[src/rtl/wb_scoreboard_arbiter_if.sv]
// Bus bundle for the write-back sequencer.
// Groups the issue-stage, write-back requester and regfile write-port signals.
interface wb_scoreboard_arbiter_if #(
  parameter int unsigned NREQ  = 3,
  parameter int unsigned RFNUM = 32,
  parameter int unsigned DW    = 32
);
  localparam int unsigned AW = $clog2(RFNUM);

  logic                 iss_valid;
  logic                 iss_wen;
  logic [AW-1:0]        iss_rd;
  logic                 iss_rd_src;
  logic [AW-1:0]        iss_rj;
  logic [AW-1:0]        iss_rk;
  logic                 iss_stall;

  logic [NREQ-1:0]      wb_valid;
  logic [NREQ*AW-1:0]   wb_rd;
  logic [NREQ*DW-1:0]   wb_data;
  logic [NREQ-1:0]      wb_ready;

  logic                 rf_we;
  logic [AW-1:0]        rf_waddr;
  logic [DW-1:0]        rf_wdata;
  logic [AW:0]          pend_cnt;

  modport master (
    output iss_valid, iss_wen, iss_rd, iss_rd_src, iss_rj, iss_rk,
    output wb_valid, wb_rd, wb_data,
    input  iss_stall, wb_ready, rf_we, rf_waddr, rf_wdata, pend_cnt
  );

  modport slave (
    input  iss_valid, iss_wen, iss_rd, iss_rd_src, iss_rj, iss_rk,
    input  wb_valid, wb_rd, wb_data,
    output iss_stall, wb_ready, rf_we, rf_waddr, rf_wdata, pend_cnt
  );
endinterface

[src/rtl/wb_scoreboard_arbiter.sv]
// Round-robin write-back arbiter onto the single GPR write port, with a per-register busy
// scoreboard that stalls issue on RAW/WAW hazards against in-flight writes.
module wb_scoreboard_arbiter #(
  parameter int unsigned NREQ  = 3,
  parameter int unsigned RFNUM = 32,
  parameter int unsigned DW    = 32
) (
  input logic                    aclk,
  input logic                    reset,
  wb_scoreboard_arbiter_if.slave bus
);
  localparam int unsigned AW = $clog2(RFNUM);
  localparam int unsigned PW = (NREQ > 1) ? $clog2(NREQ) : 1;

  logic [PW-1:0]    rr_ptr_q, rr_ptr_d;
  logic [PW-1:0]    idx, gnt_idx;
  logic             gnt_any;
  logic [NREQ-1:0]  grant;
  logic [AW-1:0]    wb_rd_arr   [NREQ];
  logic [DW-1:0]    wb_data_arr [NREQ];

  logic             rf_we_q, rf_we_d;
  logic [AW-1:0]    rf_waddr_q, rf_waddr_d;
  logic [DW-1:0]    rf_wdata_q, rf_wdata_d;

  logic [RFNUM-1:0] busy_q, busy_d, busy_eff, clr_vec, set_vec;
  logic [AW:0]      pend_cnt_q, pend_cnt_d;
  logic             stall, fire;

  for (genvar i = 0; i < NREQ; i++) begin : g_unpack
    assign wb_rd_arr[i]   = bus.wb_rd[i*AW +: AW];
    assign wb_data_arr[i] = bus.wb_data[i*DW +: DW];
  end

  // First valid requester at or after rr_ptr wins; nothing is granted during reset.
  always_comb begin
    grant   = '0;
    gnt_idx = '0;
    gnt_any = 1'b0;
    idx     = '0;
    for (int unsigned k = 0; k < NREQ; k++) begin
      idx = PW'((32'(rr_ptr_q) + k) % NREQ);
      if (!gnt_any && bus.wb_valid[idx]) begin
        gnt_any = 1'b1;
        gnt_idx = idx;
      end
    end
    if (reset) gnt_any = 1'b0;
    if (gnt_any) grant[gnt_idx] = 1'b1;
    rr_ptr_d = gnt_any ? PW'((32'(gnt_idx) + 1) % NREQ) : rr_ptr_q;
  end

  always_comb begin
    rf_we_d    = gnt_any;
    rf_waddr_d = rf_waddr_q;
    rf_wdata_d = rf_wdata_q;
    if (gnt_any) begin
      rf_waddr_d = wb_rd_arr[gnt_idx];
      rf_wdata_d = wb_data_arr[gnt_idx];
    end
  end

  // The register being written this cycle is forwarded, so it no longer counts as busy.
  always_comb begin
    clr_vec = '0;
    if (rf_we_q) clr_vec[rf_waddr_q] = 1'b1;
    busy_eff = busy_q & ~clr_vec;

    stall = bus.iss_valid &
            (((bus.iss_rj != '0) & busy_eff[bus.iss_rj]) |
             ((bus.iss_rk != '0) & busy_eff[bus.iss_rk]) |
             ((bus.iss_rd != '0) & (bus.iss_rd_src | bus.iss_wen) & busy_eff[bus.iss_rd]));
    fire  = bus.iss_valid & ~stall;

    set_vec = '0;
    if (fire && bus.iss_wen && (bus.iss_rd != '0)) set_vec[bus.iss_rd] = 1'b1;

    busy_d    = busy_eff | set_vec;
    busy_d[0] = 1'b0;

    pend_cnt_d = '0;
    for (int unsigned i = 0; i < RFNUM; i++) begin
      pend_cnt_d = pend_cnt_d + (AW+1)'(busy_d[i]);
    end
  end

  always_ff @(posedge aclk) begin
    if (reset) begin
      rr_ptr_q   <= '0;
      rf_we_q    <= 1'b0;
      rf_waddr_q <= '0;
      rf_wdata_q <= '0;
      busy_q     <= '0;
      pend_cnt_q <= '0;
    end else begin
      rr_ptr_q   <= rr_ptr_d;
      rf_we_q    <= rf_we_d;
      rf_waddr_q <= rf_waddr_d;
      rf_wdata_q <= rf_wdata_d;
      busy_q     <= busy_d;
      pend_cnt_q <= pend_cnt_d;
    end
  end

  assign bus.wb_ready  = grant;
  assign bus.iss_stall = stall;
  assign bus.rf_we     = rf_we_q;
  assign bus.rf_waddr  = rf_waddr_q;
  assign bus.rf_wdata  = rf_wdata_q;
  assign bus.pend_cnt  = pend_cnt_q;
endmodule

[src/flat_wrapper.sv]
// flat-port wrapper written by rule: the top's interface ports become plain ports
module wb_scoreboard_arbiter_flat 
#(
  parameter int unsigned NREQ  = 3,
  parameter int unsigned RFNUM = 32,
  parameter int unsigned DW    = 32
)
  (aclk, reset, bus_iss_valid, bus_iss_wen, bus_iss_rd, bus_iss_rd_src, bus_iss_rj, bus_iss_rk, bus_wb_valid, bus_wb_rd, bus_wb_data, bus_iss_stall, bus_wb_ready, bus_rf_we, bus_rf_waddr, bus_rf_wdata, bus_pend_cnt);
  wb_scoreboard_arbiter_if #(.NREQ(NREQ), .RFNUM(RFNUM), .DW(DW)) bus_i ();
  input logic aclk;
  input logic reset;
  input wire logic [$bits(bus_i.iss_valid)-1:0] bus_iss_valid;
  input wire logic [$bits(bus_i.iss_wen)-1:0] bus_iss_wen;
  input wire logic [$bits(bus_i.iss_rd)-1:0] bus_iss_rd;
  input wire logic [$bits(bus_i.iss_rd_src)-1:0] bus_iss_rd_src;
  input wire logic [$bits(bus_i.iss_rj)-1:0] bus_iss_rj;
  input wire logic [$bits(bus_i.iss_rk)-1:0] bus_iss_rk;
  input wire logic [$bits(bus_i.wb_valid)-1:0] bus_wb_valid;
  input wire logic [$bits(bus_i.wb_rd)-1:0] bus_wb_rd;
  input wire logic [$bits(bus_i.wb_data)-1:0] bus_wb_data;
  output wire logic [$bits(bus_i.iss_stall)-1:0] bus_iss_stall;
  output wire logic [$bits(bus_i.wb_ready)-1:0] bus_wb_ready;
  output wire logic [$bits(bus_i.rf_we)-1:0] bus_rf_we;
  output wire logic [$bits(bus_i.rf_waddr)-1:0] bus_rf_waddr;
  output wire logic [$bits(bus_i.rf_wdata)-1:0] bus_rf_wdata;
  output wire logic [$bits(bus_i.pend_cnt)-1:0] bus_pend_cnt;
  assign bus_i.iss_valid = bus_iss_valid;
  assign bus_i.iss_wen = bus_iss_wen;
  assign bus_i.iss_rd = bus_iss_rd;
  assign bus_i.iss_rd_src = bus_iss_rd_src;
  assign bus_i.iss_rj = bus_iss_rj;
  assign bus_i.iss_rk = bus_iss_rk;
  assign bus_i.wb_valid = bus_wb_valid;
  assign bus_i.wb_rd = bus_wb_rd;
  assign bus_i.wb_data = bus_wb_data;
  assign bus_iss_stall = bus_i.iss_stall;
  assign bus_wb_ready = bus_i.wb_ready;
  assign bus_rf_we = bus_i.rf_we;
  assign bus_rf_waddr = bus_i.rf_waddr;
  assign bus_rf_wdata = bus_i.rf_wdata;
  assign bus_pend_cnt = bus_i.pend_cnt;
  wb_scoreboard_arbiter #(.NREQ(NREQ), .RFNUM(RFNUM), .DW(DW)) u_core (.aclk(aclk), .reset(reset), .bus(bus_i));
endmodule
[config.mk]
export PLATFORM = sky130hd
export DESIGN_NAME = wb_scoreboard_arbiter_flat
export DESIGN_NICKNAME = d
export VERILOG_FILES = /design/src/rtl/wb_scoreboard_arbiter_if.sv /design/src/rtl/wb_scoreboard_arbiter.sv /design/src/flat_wrapper.sv
export SDC_FILE = /design/constraint.sdc
export NUM_CORES = 1
export LEC_CHECK = 0
export CAP_MARGIN = 20
export CORE_ASPECT_RATIO = 0.9
export CORE_MARGIN = 5
export CORE_UTILIZATION = 48
export DETAILED_ROUTE_END_ITERATION = 8
export GPL_TIMING_DRIVEN = 0
export PLACE_DENSITY = 0.91
export SYNTH_ARGS = -nofsm -noshare
export SYNTH_HDL_FRONTEND = slang
export SYNTH_SLANG_ARGS = --single-unit
[constraint.sdc]
create_clock -name aclk -period 9.43 [get_ports aclk]
set_clock_uncertainty 0.05 [all_clocks]
set_input_delay 1.886 -clock aclk [delete_from_list [all_inputs] [get_ports aclk]]
set_output_delay 1.886 -clock aclk [all_outputs]
set_load 0.01 [all_outputs]
==> results of run 1 <==
==> worst max path at each step <==
stage	start	end	depth (start not counted)
final	bus_iss_rk[1]	u_core.bus.pend_cnt[4]$_SDFF_PP0_	29
after global routing	bus_iss_rk[0]	u_core.bus.pend_cnt[4]$_SDFF_PP0_	29
after CTS	bus_iss_rk[1]	u_core.bus.pend_cnt[4]$_SDFF_PP0_	29
after detailed placement	bus_iss_rk[1]	u_core.bus.pend_cnt[4]$_SDFF_PP0_	29
after global placement	bus_iss_rk[1]	u_core.bus.pend_cnt[4]$_SDFF_PP0_	29
after floorplan	bus_iss_rk[1]	u_core.bus.pend_cnt[4]$_SDFF_PP0_	28
==> final cells by class <==
| class | instances | area [um^2] | area share |
|---|---|---|---|
| Sequential cell | 77 | 1540 | 0.183 |
| Timing Repair Buffer | 179 | 1790 | 0.213 |
| Inverter | 42 | 158 | 0.0187 |
| Multi-Input combinational cell | 545 | 4130 | 0.491 |
| Buffer | 56 | 259 | 0.0308 |
| Clock buffer | 10 | 239 | 0.0284 |
| Clock inverter | 6 | 93.8 | 0.0111 |
| Tap cell | 164 | 205 | 0.0244 |
==> logic make-up after synthesis <==
logic type	share of synthesized area
flops	0.254
mux	0.122
compound gates	0.276
buf+inv	0.0660
simple gates	0.161
fa+ha+maj	0.108
xor+xnor	0.0130
==> report_power, final <==
| group | total (mW) | switching [mW] | internal [mW] |
|---|---|---|---|
| Clock | 0.386 | 0.145 | 0.241 |
| Combinational | 0.737 | 0.396 | 0.340 |
| Sequential | 0.434 | 0.0442 | 0.390 |
==> state kept, by name (all words and copies together), names as in the netlist <==
name and cells:
u_core.bus.pend_cnt 6, u_core.busy_q 31, u_core.bus.rf_we 1, u_core.bus.rf_waddr 5
u_core.bus.rf_wdata 32, u_core.rr_ptr_q 2
==> what timing repair did <==
action | 4_1_cts | 5_1_grt
buffers inserted | 0 | 2
resized for setup | 0 | 23
hold endpoints to repair | 0 | 0
setup endpoints to repair | 0 | 3
==> metal layers <==
layer | vias to the layer above | track usage | wire length [um]
met5 | - | 0 | 0
li1 | 3059 | - | -
met1 | 3210 | 0.404 | 9110
met3 | 59 | 0.0558 | 2410
met2 | 459 | 0.487 | 10600
met4 | 0 | 0.0976 | 692
==> cell usage after synthesis, types with 3 or more instances <==
cell type	count
xor2_1	6
and2_1	3
buf_2	20
nand4bb_1	3
o211ai_1	11
mux2_2	7
dfxtp_1	77
inv_1	42
a22o_1	35
o31ai_1	10
a21o_1	3
o21ai_0	65
a21oi_1	10
nor2_1	34
nand3b_1	3
nand4_1	4
nor3b_1	6
a311oi_1	4
and3_1	5
o2111ai_1	7
clkbuf_1	34
fa_1	23
o31a_1	24
o22ai_1	33
nor2b_1	3
ha_1	14
o21a_1	4
nand3_1	16
nand2b_1	7
o21ai_1	5
or2_2	5
nand2_1	79
mux2i_1	59
mux4_2	3
xnor2_1	3
nor3_1	7
==> reports/metrics.cfg, run 1 <==
[status]
status = completed

[clock_network]
cts_buffer_depth = 2
cts_tree = done
cts.clk_slew.worst_paths_ns = 0.07
htreeDepth = 3
cts_buffers = 9
clk_latency_ns = 0.34
cts_root_buffer = clkbuf_16
cts_hold_buf = 0
cts_sinks = 77

[placement]
placed_cells = 1062
place_area_um2 = 8040
post-place-ws_ns = -0.173
gp_congestion = 0.977
hpwl_um = 17900
io_buffer_count = 177

[yosys]
synth_ff_type = dfxtp_1
syn_area_um2 = 6060
yosysSeqAreaShare = 0.254
async_flop_share = 0
netlist.area_leader.share = 0.254
syn_area_per_cell_um2 = 8.41
yosysTopAreaCell = dfxtp_1
synth.area.top_cells = dfxtp_1, mux2i_1, fa_1, o21ai_0, a22o_1
ys_types = 71
ys.warnings.count = 0
ys_seq_elements = 77
synth-edff-count = 0
synth_nets = 892
synth_cells = 721

[worst_setup_path]
rr_worst_depth = 29
start_kind = primary input
rrSetupSlack_ns = 1.25
reg2reg_from = u_core.bus.rf_waddr[0]$_SDFFE_PP0P_
critPathBufInv = 9
crit_required_ns = 9.59
path_max_fanout = 10
reg2reg_to = u_core.bus.pend_cnt[4]$_SDFF_PP0_
critPathMaxStageDelay_ns = 0.56
critical-path-top-delay-family = adder cells
path_class = primary input to flip-flop
cp_common_cell = fa_1
crit_path_top_delay_cell = fa_1
crit_path_end_kind = flip-flop
worstPathArrival_ns = 9.30

[power]
vdd_ir_drop_max_mv = 0.134
total_power_mw = 1.56
leakage_nw = 3.38
p_per_area_nw_per_um2 = 185

[sta]
fmax_mhz = 109
slew_violations = 0
finalSetupViolCount = 0
setup-tns-final_ns = 0
fin_crit_sh = 0.969
whs_ns = 0.431
min_period_ns = 9.14
maxSlewHeadroom = 0.338
setup_ws_ns = 0.290
worst_pin_slew_ns = 0.983
hold_violations = 0

[cells_and_area]
final_common_cell = clkdlybuf4s50_1
utilization = 0.671
nNetsFinal = 1081
mostFrequentLayoutCells = clkdlybuf4s50_1, nand2_1, dfxtp_1
fillCellCount = 1025
area_growth_syn_to_layout_pct = 38.9
final_cell_area_um2 = 8420
drive_gt1_frac = 0.0765
post_layout_nonfiller_instances = 1079
insertedDiodeCount = 0

[die]
rows = 39
dieArea_um2 = 15000
core_um2 = 12500
io_pins = 182
die_w_um = 128
start_util = 0.483
die_y_um = 117

[route]
wl_per_cell_um = 21.2
num_vias = 6787
vias_per_cell = 6.29
first_iter_violations = 1053
dr.pass1.iters = 7
wirelength_um = 22800
postRouteAntennaNets = 0
drc_errors = 0

[global_routing]
antenna_found_initial = 0
gr-total-overflow = 0
grt_pass1_vias = 6494
grt_start_max_net_pins = 15
grt_pass1_wl_um = 35300
grtUsageTotal = 0.300

[hold_path]
holdPathEnd = u_core.bus.rf_wdata[8]$_SDFFE_PP0P_
hold_start = u_core.bus.rf_wdata[8]$_SDFFE_PP0P_
worstHoldPathType = flip-flop to flip-flop
min_path_cells = 1

[job]
drv_cap = 0

Note: power is estimated with default switching activity, not from simulation.
==> run 2, diff against run 1 <==
- ABC_CLOCK_PERIOD_IN_PS: not set -> 9430
- MAX_ROUTING_LAYER: not set -> met4
- SLEW_MARGIN: not set -> 20
==> run 2 against run 1 <==
Effect of this change:
- cell count about the same
- fmax rose by 0.65%
- power decreased by 1.1%
- die area unchanged
- critical endpoint unchanged
==> reports/metrics.cfg, run 2 (synthesized netlist as in run 1, its figures left out) <==
[clock_network]
cts_sinks = 77
cts_tree = done
clk_latency_ns = 0.34
cts_hold_buf = 0
cts_buffer_depth = 2
cts.clk_slew.worst_paths_ns = 0.06
cts_buffers = 9
cts_root_buffer = clkbuf_16
htreeDepth = 3

[sta]
rsz0062_at_grt = false
hold_violations = 0
setup_ws_ns = 0.349
worst_pin_slew_ns = 0.920
maxSlewHeadroom = 0.381
slew_violations = 0
fin_crit_sh = 0.963
min_period_ns = 9.08
fmax_mhz = 110
finalSetupViolCount = 0

[worst_setup_path]
startpoint = bus_iss_rd[3]
crit_path_top_delay_cell = fa_1
crit_required_ns = 9.58
reg2reg_from = u_core.bus.rf_waddr[0]$_SDFFE_PP0P_
reg2reg_to = u_core.bus.pend_cnt[4]$_SDFF_PP0_
cp_common_cell = fa_1
path_class = primary input to flip-flop
path_max_fanout = 10
rr_worst_depth = 29
start_kind = primary input
crit_path_end = u_core.bus.pend_cnt[4]$_SDFF_PP0_
worstPathArrival_ns = 9.23
crit_path_end_kind = flip-flop
rrSetupSlack_ns = 1.18
critPathMaxStageDelay_ns = 0.55

[placement]
post-place-ws_ns = -0.318
io_buffer_count = 177
placed_cells = 1062
place_area_um2 = 8040
hpwl_um = 18200
gp_congestion = 0.998

[cells_and_area]
final_cell_area_um2 = 8410
final_common_cell = clkdlybuf4s50_1
insertedDiodeCount = 0
largest_reg_flops = 32
area_growth_syn_to_layout_pct = 38.6
post_layout_nonfiller_instances = 1078
drive_gt1_frac = 0.0733
nNetsFinal = 1080
mostFrequentLayoutCells = clkdlybuf4s50_1, nand2_1, dfxtp_1
multi_input_area_um2 = 4140
fillCellCount = 1017
seqCellArea_um2 = 1540
utilization = 0.670

[route]
wl_per_cell_um = 21.3
first_iter_violations = 1138
dr.pass1.iters = 5
num_vias = 6787
wirelength_um = 23000
vias_per_cell = 6.30
drc_errors = 0
postRouteAntennaNets = 0

[power]
leakage_nw = 3.40
p_per_area_nw_per_um2 = 183
vdd_ir_drop_max_mv = 0.129
total_power_mw = 1.54

[hold_path]
worstHoldPathType = flip-flop to flip-flop

[global_routing]
grt_start_max_net_pins = 13
grtUsageTotal = 0.313
gr-total-overflow = 0
grt_pass1_vias = 6434
antenna_found_initial = 0
grt_pass1_wl_um = 35600

[status]
status = completed

[die]
start_util = 0.483
io_pins = 182
core_um2 = 12500
dieArea_um2 = 15000
rows = 39
die_y_um = 117
die_w_um = 128

[job]
drv_cap = 0

run 2: cell types whose count changed in the layout (fill, tap and decap cells not counted), sizes merged:
cell	before	now
clkinv	2	0
dlymetal6s2s	2	4
clkbuf	46	48
buf	22	23
clkdlybuf4s50	175	173
bufinv	2	1
clkinvlp	1	0
run 2: layout make-up:
class / count / area share
clock buffer: 14 / 0.0326
clock inverter: 2 / 0.00461
tap: 164 / 0.0244
buffer: 56 / 0.0313
sequential: 77 / 0.183
inverter: 42 / 0.0188
multi-input combinational: 545 / 0.492
timing repair buffer: 178 / 0.213
run 2: what timing repair did:
| action | CTS | global route |
|---|---|---|
| pin swaps | 0 | 2 |
| setup buffers | 0 | 1 |
| cloned | 0 | 0 |
| resized for setup | 0 | 26 |
| endpoints found under the setup margin | 1 | 4 |
run 2: worst min path at each step:
stage	startpoint	end	slack (ns)	depth (start not counted)
final	u_core.bus.rf_wdata[27]$_SDFFE_PP0P_	u_core.bus.rf_wdata[27]$_SDFFE_PP0P_	0.43	1
after global routing	u_core.bus.rf_wdata[13]$_SDFFE_PP0P_	u_core.bus.rf_wdata[13]$_SDFFE_PP0P_	0.44	1
after CTS	u_core.bus.rf_wdata[13]$_SDFFE_PP0P_	u_core.bus.rf_wdata[13]$_SDFFE_PP0P_	0.43	1
after detailed placement	u_core.bus.rf_wdata[13]$_SDFFE_PP0P_	u_core.bus.rf_wdata[13]$_SDFFE_PP0P_	0.41	1
after global placement	u_core.bus.rf_wdata[16]$_SDFFE_PP0P_	u_core.bus.rf_wdata[16]$_SDFFE_PP0P_	0.41	1
after floorplan	u_core.rr_ptr_q[1]$_SDFFE_PP0P_	u_core.rr_ptr_q[1]$_SDFFE_PP0P_	0.40	1
run 2: critical path: cells and delay by family:
family / cells / cell delay (ns)
adder cells (fa/ha/maj): 9 / 3.78
AO/OA/AOI/OAI: 6 / 1.28
AND/OR/NAND/NOR: 4 / 0.74
buffers and inverters: 9 / 1.32
XOR/XNOR: 1 / 0.19
run 2: where the power goes:
| part | switching (mW) | internal (mW) | leakage, nW | total (mW) |
|---|---|---|---|---|
| registers | 0.0443 | 0.390 | 0.630 | 0.435 |
| clock network | 0.139 | 0.228 | 0.154 | 0.367 |
| logic | 0.398 | 0.341 | 2.61 | 0.738 |
run 2: metal layers:
metal  part of all wire  track usage  wire length [um]  vias to the layer above
met2               0.46        0.485             10700                      422
li1                   -            -                 -                     3067
met3              0.095       0.0626              2190                       59
met5                  0            -                 0                        -
met4              0.023       0.0728               520                        0
met1               0.42        0.422              9610                     3239
run 2: stage by stage:
stage                     hold slack, ns  setup TNS [ns]
after floorplan                    0.403               0
after global placement             0.412          -0.119
after detailed placement           0.413          -0.878
after CTS                          0.431               0
after global routing               0.440               0
final                              0.426               0
==> run 3, diff against run 2 <==
- GPL_TIMING_DRIVEN: 0 -> not set
==> run 3 against run 2 <==
Effect of this change:
- utilization is 0.83 points lower
- hold slack better by 0.0037 ns
- sequential power is 3% higher
- routed wire length is 2.4% lower
- combinational power fell by 6.2%
- count of clock-buffer cells in the layout shrank 4
- power decreased by 3.8%
- non-clock buffer count down 33
- via count down 3.4%
- fmax increased by 0.37%
- critical path type unchanged
- largest power group unchanged
==> reports/metrics.cfg, run 3 (synthesized netlist as in run 1, its figures left out) <==
[worst_setup_path]
reg2reg_from = u_core.bus.rf_waddr[4]$_SDFFE_PP0P_
rrSetupSlack_ns = 1.23
crit_required_ns = 9.60
cp_common_cell = fa_1
path_max_fanout = 12
start_kind = primary input
critical-path-top-delay-family = adder cells
worstPathArrival_ns = 9.21
reg2reg_to = u_core.bus.pend_cnt[4]$_SDFF_PP0_
path_class = primary input to flip-flop
crit_path_top_delay_cell = clkdlybuf4s50_1
crit_path_end_kind = flip-flop
rr_worst_depth = 26
critPathMaxStageDelay_ns = 0.67
critPathBufInv = 7

[power]
vdd_ir_drop_max_mv = 0.121
p_per_area_nw_per_um2 = 178
leakage_nw = 3.30

[placement]
placed_cells = 1029
hpwl_um = 17100
gp_congestion = 1.03
io_buffer_count = 181

[sta]
worst_pin_slew_ns = 0.974
finalSetupViolCount = 0
rsz0062_at_grt = false
fmax_mhz = 111
hold_violations = 0
setup-tns-final_ns = 0
fin_crit_sh = 0.959
min_period_ns = 9.05
maxSlewHeadroom = 0.344
slew_violations = 0

[clock_network]
cts_root_buffer = clkbuf_16
cts_tree = done
post-cts-setup-buffers = 0
cts_buffer_depth = 2
cts_resized = 0
cts.clk_slew.worst_paths_ns = 0.07
cts_buffers = 9
clk_latency_ns = 0.34
cts_hold_buf = 0
cts_sinks = 77
htreeDepth = 3

[global_routing]
gr-total-overflow = 0
antenna_found_initial = 0
grt_pass1_wl_um = 35200
grt_start_max_net_pins = 50
grt_pass1_vias = 6592
grtUsageTotal = 0.309

[route]
num_vias = 6559
wirelength_um = 22500
postRouteAntennaNets = 0
wl_per_cell_um = 21.5
vias_per_cell = 6.28
first_iter_violations = 907
dr.pass1.iters = 5
drc_errors = 0

[cells_and_area]
largest_reg_flops = 32
drive_gt1_frac = 0.0704
nNetsFinal = 1047
post_layout_nonfiller_instances = 1045
final_common_cell = clkdlybuf4s50_1
area_growth_syn_to_layout_pct = 36.9
mostFrequentLayoutCells = clkdlybuf4s50_1, nand2_1, dfxtp_1
utilization = 0.662
insertedDiodeCount = 0

[die]
start_util = 0.483
dieArea_um2 = 15000
die_y_um = 117
core_um2 = 12500
io_pins = 182
rows = 39
die_w_um = 128

[job]
drv_cap = 0

[hold_path]
hold_start = u_core.bus.rf_wdata[24]$_SDFFE_PP0P_
holdPathEnd = u_core.bus.rf_wdata[24]$_SDFFE_PP0P_
min_path_cells = 1
worstHoldPathType = flip-flop to flip-flop

[status]
status = completed

run 3: changes by cell type in the layout (fill, tap and decap cells not counted), moves of 2 or more:
| cell | change |
|---|---|
| clkdlybuf4s50_1 | +8 |
| buf_2 | -16 |
| clkinv_4 | +3 |
| clkbuf_1 | -30 |
| buf_4 | +17 |
| clkbuf_8 | -2 |
| dlymetal6s2s_1 | -4 |
| buf_1 | -2 |
| buf_6 | -2 |
| clkbuf_2 | -5 |
run 3: worst max-delay path by stage:
stage / from / to / slack (ns) / depth (start not counted)
6_report: bus_iss_rk[0] / u_core.bus.pend_cnt[4]$_SDFF_PP0_ / 0.38 / 27
3_3_place_gp: bus_iss_rd[1] / u_core.bus.pend_cnt[4]$_SDFF_PP0_ / 0.31 / 27
5_1_grt: bus_iss_rk[0] / u_core.bus.pend_cnt[4]$_SDFF_PP0_ / 0.06 / 27
2_1_floorplan: bus_iss_rk[1] / u_core.bus.pend_cnt[4]$_SDFF_PP0_ / 1.05 / 28
3_5_place_dp: bus_iss_rk[0] / u_core.bus.pend_cnt[4]$_SDFF_PP0_ / 0.1 / 27
4_1_cts: bus_iss_rk[0] / u_core.bus.pend_cnt[4]$_SDFF_PP0_ / 0.43 / 27
run 3: where the power goes:
part / switching, mW / total [mW] / internal, mW
clock network: 0.151 / 0.341 / 0.190
logic: 0.361 / 0.692 / 0.332
registers: 0.0577 / 0.448 / 0.390
run 3: layout make-up:
class | count | area [um^2]
Fill cell | 970 | 4240
Multi-Input combinational cell | 545 | 4140
Timing Repair Buffer | 201 | 1960
Sequential cell | 77 | 1540
Clock buffer | 10 | 239
Tap cell | 164 | 205
Inverter | 42 | 158
Clock inverter | 6 | 53.8
run 3: routing by layer:
metal | up-vias | routed length, um | GRT usage
met5 | - | 0 | -
met4 | 0 | 956 | 0.131
met3 | 99 | 2340 | 0.0695
met1 | 3078 | 8820 | 0.386
li1 | 2990 | - | -
met2 | 392 | 10300 | 0.482
run 3: stage by stage:
stage                     instance area, um^2  worst slack [ns]  hold slack, ns  total power [mW]
after detailed placement                 8010            0.0985           0.415              1.14
after global routing                     8300            0.0564           0.443              1.56
after CTS                                8300             0.432           0.432              1.48
final                                    8300             0.383           0.429              1.48
after floorplan                          6060              1.05           0.403             0.838
after global placement                   8010             0.306           0.412              1.12
